===== src/rtl/sys_ctrl_if.sv =====
// Bus bundle between sys_ctrl and its RX, register-file, ALU and TX FIFO neighbours.
// master is the controller's view; slave is the surrounding datapath's view.
interface sys_ctrl_if #(
    parameter int unsigned DSIZE = 8,
    parameter int unsigned ASIZE = 4
);
    logic [DSIZE-1:0]   RX_P_DATA;
    logic               RX_D_VLD;
    logic [DSIZE-1:0]   RdData;
    logic               RdData_Valid;
    logic [2*DSIZE-1:0] ALU_OUT;
    logic               OUT_Valid;
    logic               FIFO_FULL;
    logic               WrEn;
    logic               RdEn;
    logic [ASIZE-1:0]   Address;
    logic [DSIZE-1:0]   WrData;
    logic               ALU_EN;
    logic [3:0]         ALU_FUN;
    logic               CLK_GATE_EN;
    logic [DSIZE-1:0]   TX_P_DATA;
    logic               TX_D_VLD;

    modport master (
        input  RX_P_DATA, RX_D_VLD, RdData, RdData_Valid, ALU_OUT, OUT_Valid, FIFO_FULL,
        output WrEn, RdEn, Address, WrData, ALU_EN, ALU_FUN, CLK_GATE_EN, TX_P_DATA, TX_D_VLD
    );

    modport slave (
        output RX_P_DATA, RX_D_VLD, RdData, RdData_Valid, ALU_OUT, OUT_Valid, FIFO_FULL,
        input  WrEn, RdEn, Address, WrData, ALU_EN, ALU_FUN, CLK_GATE_EN, TX_P_DATA, TX_D_VLD
    );
endinterface


===== src/rtl/sys_ctrl.sv =====
// Command controller: decodes RX bytes into register-file / ALU operations and returns results
// to the TX FIFO. Define SYS_CTRL_ALU_EN to enable the 0xCC/0xDD ALU commands.
module sys_ctrl #(
    parameter int unsigned DSIZE = 8,
    parameter int unsigned ASIZE = 4
) (
    input  logic          CLK,
    input  logic          RST,
    sys_ctrl_if.master    bus
);

    localparam logic [DSIZE-1:0] CmdWr     = DSIZE'(8'hAA);
    localparam logic [DSIZE-1:0] CmdRd     = DSIZE'(8'hBB);
`ifdef SYS_CTRL_ALU_EN
    localparam logic [DSIZE-1:0] CmdAlu    = DSIZE'(8'hCC);
    localparam logic [DSIZE-1:0] CmdAluNop = DSIZE'(8'hDD);
`endif

    typedef enum logic [3:0] {
        StIdle,
        StWrAddr,
        StWrData,
        StRdAddr,
        StRdWait,
        StTxRd
`ifdef SYS_CTRL_ALU_EN
        ,
        StOpA,
        StOpB,
        StAluFun,
        StAluWait,
        StTxLo,
        StTxHi
`endif
    } state_e;

    state_e           state_q;
    logic [DSIZE-1:0] rd_data_q;
`ifdef SYS_CTRL_ALU_EN
    logic [2*DSIZE-1:0] res_q;
`else
    // ALU inputs are unused when the ALU commands are compiled out
    logic unused_alu;
    assign unused_alu      = ^{bus.ALU_OUT, bus.OUT_Valid};
    assign bus.ALU_EN      = 1'b0;
    assign bus.ALU_FUN     = 4'h0;
    assign bus.CLK_GATE_EN = 1'b0;
`endif

    always_ff @(posedge CLK or negedge RST) begin
        if (!RST) begin
            state_q         <= StIdle;
            rd_data_q       <= '0;
            bus.WrEn        <= 1'b0;
            bus.RdEn        <= 1'b0;
            bus.Address     <= '0;
            bus.WrData      <= '0;
            bus.TX_P_DATA   <= '0;
            bus.TX_D_VLD    <= 1'b0;
`ifdef SYS_CTRL_ALU_EN
            res_q           <= '0;
            bus.ALU_EN      <= 1'b0;
            bus.ALU_FUN     <= 4'h0;
            bus.CLK_GATE_EN <= 1'b0;
`endif
        end else begin
            // Strobes are single-cycle unless re-armed below
            bus.WrEn     <= 1'b0;
            bus.RdEn     <= 1'b0;
            bus.TX_D_VLD <= 1'b0;
`ifdef SYS_CTRL_ALU_EN
            bus.ALU_EN   <= 1'b0;
`endif
            case (state_q)
                StIdle: begin
                    if (bus.RX_D_VLD) begin
                        if (bus.RX_P_DATA == CmdWr) begin
                            state_q <= StWrAddr;
                        end else if (bus.RX_P_DATA == CmdRd) begin
                            state_q <= StRdAddr;
`ifdef SYS_CTRL_ALU_EN
                        end else if (bus.RX_P_DATA == CmdAlu) begin
                            state_q         <= StOpA;
                            bus.CLK_GATE_EN <= 1'b1;
                        end else if (bus.RX_P_DATA == CmdAluNop) begin
                            state_q         <= StAluFun;
                            bus.CLK_GATE_EN <= 1'b1;
`endif
                        end
                    end
                end
                StWrAddr: begin
                    if (bus.RX_D_VLD) begin
                        bus.Address <= bus.RX_P_DATA[ASIZE-1:0];
                        state_q     <= StWrData;
                    end
                end
                StWrData: begin
                    if (bus.RX_D_VLD) begin
                        bus.WrEn   <= 1'b1;
                        bus.WrData <= bus.RX_P_DATA;
                        state_q    <= StIdle;
                    end
                end
                StRdAddr: begin
                    if (bus.RX_D_VLD) begin
                        bus.Address <= bus.RX_P_DATA[ASIZE-1:0];
                        bus.RdEn    <= 1'b1;
                        state_q     <= StRdWait;
                    end
                end
                StRdWait: begin
                    if (bus.RdData_Valid) begin
                        rd_data_q <= bus.RdData;
                        state_q   <= StTxRd;
                    end
                end
                StTxRd: begin
                    if (!bus.FIFO_FULL) begin
                        bus.TX_D_VLD  <= 1'b1;
                        bus.TX_P_DATA <= rd_data_q;
                        state_q       <= StIdle;
                    end
                end
`ifdef SYS_CTRL_ALU_EN
                StOpA: begin
                    if (bus.RX_D_VLD) begin
                        bus.WrEn    <= 1'b1;
                        bus.Address <= ASIZE'(0);
                        bus.WrData  <= bus.RX_P_DATA;
                        state_q     <= StOpB;
                    end
                end
                StOpB: begin
                    if (bus.RX_D_VLD) begin
                        bus.WrEn    <= 1'b1;
                        bus.Address <= ASIZE'(1);
                        bus.WrData  <= bus.RX_P_DATA;
                        state_q     <= StAluFun;
                    end
                end
                StAluFun: begin
                    if (bus.RX_D_VLD) begin
                        bus.ALU_EN  <= 1'b1;
                        bus.ALU_FUN <= bus.RX_P_DATA[3:0];
                        state_q     <= StAluWait;
                    end
                end
                StAluWait: begin
                    if (bus.OUT_Valid) begin
                        res_q           <= bus.ALU_OUT;
                        bus.CLK_GATE_EN <= 1'b0;
                        state_q         <= StTxLo;
                    end
                end
                StTxLo: begin
                    if (!bus.FIFO_FULL) begin
                        bus.TX_D_VLD  <= 1'b1;
                        bus.TX_P_DATA <= res_q[DSIZE-1:0];
                        state_q       <= StTxHi;
                    end
                end
                StTxHi: begin
                    if (!bus.FIFO_FULL) begin
                        bus.TX_D_VLD  <= 1'b1;
                        bus.TX_P_DATA <= res_q[2*DSIZE-1:DSIZE];
                        state_q       <= StIdle;
                    end
                end
`endif
                default: state_q <= StIdle;
            endcase
        end
    end

endmodule


===== src/flat_wrapper.sv =====
// flat-port wrapper written by rule: the top's interface ports become plain ports
module sys_ctrl_flat 
#(
    parameter int unsigned DSIZE = 8,
    parameter int unsigned ASIZE = 4
)
  (CLK, RST, bus_RX_P_DATA, bus_RX_D_VLD, bus_RdData, bus_RdData_Valid, bus_ALU_OUT, bus_OUT_Valid, bus_FIFO_FULL, bus_WrEn, bus_RdEn, bus_Address, bus_WrData, bus_ALU_EN, bus_ALU_FUN, bus_CLK_GATE_EN, bus_TX_P_DATA, bus_TX_D_VLD);
  sys_ctrl_if #(.DSIZE(DSIZE), .ASIZE(ASIZE)) bus_i ();
  input  logic CLK;
  input  logic RST;
  input wire logic [$bits(bus_i.RX_P_DATA)-1:0] bus_RX_P_DATA;
  input wire logic [$bits(bus_i.RX_D_VLD)-1:0] bus_RX_D_VLD;
  input wire logic [$bits(bus_i.RdData)-1:0] bus_RdData;
  input wire logic [$bits(bus_i.RdData_Valid)-1:0] bus_RdData_Valid;
  input wire logic [$bits(bus_i.ALU_OUT)-1:0] bus_ALU_OUT;
  input wire logic [$bits(bus_i.OUT_Valid)-1:0] bus_OUT_Valid;
  input wire logic [$bits(bus_i.FIFO_FULL)-1:0] bus_FIFO_FULL;
  output wire logic [$bits(bus_i.WrEn)-1:0] bus_WrEn;
  output wire logic [$bits(bus_i.RdEn)-1:0] bus_RdEn;
  output wire logic [$bits(bus_i.Address)-1:0] bus_Address;
  output wire logic [$bits(bus_i.WrData)-1:0] bus_WrData;
  output wire logic [$bits(bus_i.ALU_EN)-1:0] bus_ALU_EN;
  output wire logic [$bits(bus_i.ALU_FUN)-1:0] bus_ALU_FUN;
  output wire logic [$bits(bus_i.CLK_GATE_EN)-1:0] bus_CLK_GATE_EN;
  output wire logic [$bits(bus_i.TX_P_DATA)-1:0] bus_TX_P_DATA;
  output wire logic [$bits(bus_i.TX_D_VLD)-1:0] bus_TX_D_VLD;
  assign bus_i.RX_P_DATA = bus_RX_P_DATA;
  assign bus_i.RX_D_VLD = bus_RX_D_VLD;
  assign bus_i.RdData = bus_RdData;
  assign bus_i.RdData_Valid = bus_RdData_Valid;
  assign bus_i.ALU_OUT = bus_ALU_OUT;
  assign bus_i.OUT_Valid = bus_OUT_Valid;
  assign bus_i.FIFO_FULL = bus_FIFO_FULL;
  assign bus_WrEn = bus_i.WrEn;
  assign bus_RdEn = bus_i.RdEn;
  assign bus_Address = bus_i.Address;
  assign bus_WrData = bus_i.WrData;
  assign bus_ALU_EN = bus_i.ALU_EN;
  assign bus_ALU_FUN = bus_i.ALU_FUN;
  assign bus_CLK_GATE_EN = bus_i.CLK_GATE_EN;
  assign bus_TX_P_DATA = bus_i.TX_P_DATA;
  assign bus_TX_D_VLD = bus_i.TX_D_VLD;
  sys_ctrl #(.DSIZE(DSIZE), .ASIZE(ASIZE)) u_core (.CLK(CLK), .RST(RST), .bus(bus_i));
endmodule

===== config.mk =====
export PLATFORM = sky130hd
export DESIGN_NAME = sys_ctrl_flat
export DESIGN_NICKNAME = d
export VERILOG_FILES = /design/src/rtl/sys_ctrl_if.sv /design/src/rtl/sys_ctrl.sv /design/src/flat_wrapper.sv
export SDC_FILE = /design/constraint.sdc
export NUM_CORES = 1
export LEC_CHECK = 0
export CORE_AREA = 2 2 64 66
export CTS_CLUSTER_SIZE = 8
export DETAILED_ROUTE_END_ITERATION = 7
export DIE_AREA = 0 0 66 68
export MAX_ROUTING_LAYER = met4
export PLACE_DENSITY = 0.76
export SLEW_MARGIN = 5
export SYNTH_ARGS = -nofsm -noshare
export SYNTH_HDL_FRONTEND = slang
export SYNTH_SLANG_ARGS = --single-unit

===== constraint.sdc =====
create_clock -name CLK -period 4.35 [get_ports CLK]
set_input_delay 0.435 -clock CLK [delete_from_list [all_inputs] [get_ports CLK]]
set_output_delay 0.435 -clock CLK [all_outputs]
set_load 0.005 [all_outputs]

==> impl_metrics.py <==
metrics = {
    "run_status": {
        "status": "finished, final reports clean",
    },
    "final_layout": {
        "drive_gt1_frac": 0.2847,
        "final_cell_mix": "43 x clkdlybuf4s50_1, 34 x dfrtp_1, 17 x mux2_2, 8 x mux2_4",
        "stdcell_area_um2": 2013,
        "area_growth_pct": 35.55,
        "final-seq-area_um2": 850.8,
        "n_fill_cell": 349,
        "antenna_cells": 0,
        "layout_commonest_cell": "clkdlybuf4s50_1",
        "multi_input_area_um2": 570.5,
        "fin_nets": 181,
        "fin_cells": 194,
    },
    "clock_tree": {
        "cts_resized": 0,
        "cts_buffers": 5,
        "cts_tree": "done",
        "clockBufferDepth": 2,
        "cts_setup_buffers": 0,
        "htreeDepth": 2,
        "postCtsHoldBufs": 0,
        "clk_latency_ps": 280,
        "clk_pin_slew_ps": 60,
        "cts.sinks": 34,
        "clockRootBuffer": "clkbuf_8",
    },
    "placement": {
        "gp_congestion": 0.6629,
        "hpwlAfterDp_mm": 1.990,
        "port-buffer-count": 43,
        "placed_cells": 186,
        "placed_cell_area_um2": 1922,
    },
    "setup_path": {
        "r2r_slack_ps": 2670,
        "cp-end-kind": "register",
        "worst-path-max-fanout": 8,
        "cp-start-kind": "primary input",
        "critPathRequiredTime_ps": 4520,
        "arrival_ps": 1890,
        "path_class": "in -> reg",
    },
    "yosys": {
        "ys_types": 29,
        "yosysSeqAreaShare": 0.5729,
        "yosys_warnings": 0,
        "synth_seq_cells": 34,
        "syn_avg_cell_area_um2": 15.47,
        "synth.top_cell.area_share": 0.5729,
        "syn-cell-area_um2": 1485,
        "synth_cells": 96,
        "synth_top_cell_by_area": "dfrtp_1",
        "synth.area.top_cells": "dfrtp_1 57%, mux2_2 13%, mux2_4 8.1%, buf_4 3.0%, mux2_1 2.3%",
    },
    "timing": {
        "tns_ps": 0,
        "skew_ps": 3.945,
        "max_freq_mhz": 580.5,
        "rsz0062_at_grt": "false",
        "post-route-min-period_ps": 1723,
        "final_max_slew_viol_count": 0,
        "hold_viol_final": 0,
        "finalCritPeriodShare": 0.3960,
        "finalSetupViolations": 0,
    },
    "global_routing": {
        "antenna_found_initial": 0,
        "met1_usage": 0.1521,
        "grt_pass1_wl_mm": 4.526,
        "grt_usage": 0.1424,
        "grtUsageMet2": 0.2399,
        "grt-ovfl-total": 0,
        "grt_pass1_vias": 999,
        "busiest_layer": "met2",
        "use_met3": 0.04770,
        "grt_start_max_net_pins": 35,
    },
    "routing": {
        "viasPerCell": 4.680,
        "ant_nets": 0,
        "drt_wl_total_mm": 2.680,
        "routedWlPerCell_um": 13.81,
        "first_iter_violations": 53,
        "drc": 0,
        "vias": 908,
        "dr.pass1.iters": 3,
    },
    "power_and_ir_drop": {
        "ir_drop_uv": 332.5,
        "power.density_nw_per_um2": 633.3,
        "leakagePower_uw": 0.0008752,
    },
    "die": {
        "initial_utilization": 0.3851,
        "row_count": 23,
        "die_x_um": 66,
        "io_pins": 67,
        "fp.dieH_um": 68,
        "dieArea_um2": 4488,
        "core_area_um2": 3856,
    },
    "min_path": {
        "hp-class": "reg -> reg",
    },
    "run": {
        "cap_viol_max_count": 0,
    },
}
==> per-stage QoR <==
| stage | hold slack [ps] | setup WS, ps | total power [µW] | util |
|---|---|---|---|---|
| after detailed placement | 482.0 | 2292 | 1055 | 0.4984 |
| after global routing | 522.0 | 2498 | 1370 | 0.5221 |
| after CTS | 498.6 | 2582 | 1294 | 0.5221 |
| after floorplan | 139.4 | 2979 | 811.2 | - |
| after global placement | 468.3 | 2304 | 1028 | 0.4984 |
| final | 494.6 | 2627 | 1275 | 0.5221 |
==> cell families (layout without fill, tap and decap cells) <==
logic type | count (synthesis) | count (layout) | synth area share
flops | 34 | 34 | 0.5729
mux | 28 | 28 | 0.2325
simple gates | 18 | 18 | 0.09857
buf+inv | 9 | 52 | 0.05560
compound gates | 5 | 5 | 0.03202
other cells | 1 | 6 | 0.002525
xor+xnor | 1 | 1 | 0.005898
==> layer usage <==
| metal | vias to the layer above | share of wire | routed length [µm] |
|---|---|---|---|
| met3 | 6 | 0.092 | 246 |
| met2 | 43 | 0.50 | 1327 |
| met1 | 443 | 0.39 | 1058 |
| li1 | 416 | - | - |
| met4 | 0 | 0.018 | 48 |
| met5 | - | 0 | 0 |
==> sequential cells by signal (all words and copies together) (netlist names) <==
name,flops
u_core.bus.Address,4
u_core.bus.WrData,8
u_core.bus.RdEn,1
u_core.rd_data_q,8
u_core.state_q,3
u_core.bus.TX_D_VLD,1
u_core.bus.TX_P_DATA,8
u_core.bus.WrEn,1
==> synth_stat cells (all sizes together) <==
library cell / number
nor2: 2
a31oi: 1
nand3: 1
and4b: 1
a41o: 1
nand2: 2
conb: 1
buf: 9
nor3b: 1
nand2b: 2
nor2b: 6
nor4: 1
and3: 1
a21o: 1
nor3: 1
o21bai: 1
xnor2: 1
mux2: 28
dfrtp: 34
o32ai: 1
==> critical path, stage by stage <==
cell and delay, ps:
clkdlybuf4s50_1 450, nor2b_1 180, nor2b_2 440, mux2_2 390
==> report_power, final <==
group	internal, µW	leakage [µW]	switching [µW]	total [µW]
registers	461	0.000430	99.7	561
logic	340	0.000397	143	483
clock network	127	0.0000482	104	231
==> final timing paths <==
| check | start | to | cells after the start |
|---|---|---|---|
| max | bus_RdData_Valid | u_core.rd_data_q[4] | 4 |
| min | u_core.rd_data_q[7] | u_core.rd_data_q[7] | 1 |
| max reg2reg | u_core.state_q[0] | u_core.rd_data_q[4] | 3 |
| min reg2reg | u_core.rd_data_q[7] | u_core.rd_data_q[7] | 1 |
| max in group asynchronous | RST | u_core.bus.WrData[7] | 2 |
| min in group asynchronous | RST | u_core.rd_data_q[5] | 2 |
==> final cells by class <==
cell class,instances,area share
flip-flops and latches,34,0.4226
multi-input cells,58,0.2834
repair buffers,44,0.2175
clock buffers,7,0.04288
well taps,50,0.03108
clock inverters,1,0.002486
No activity file was read; power rests on OpenSTA's default activity.
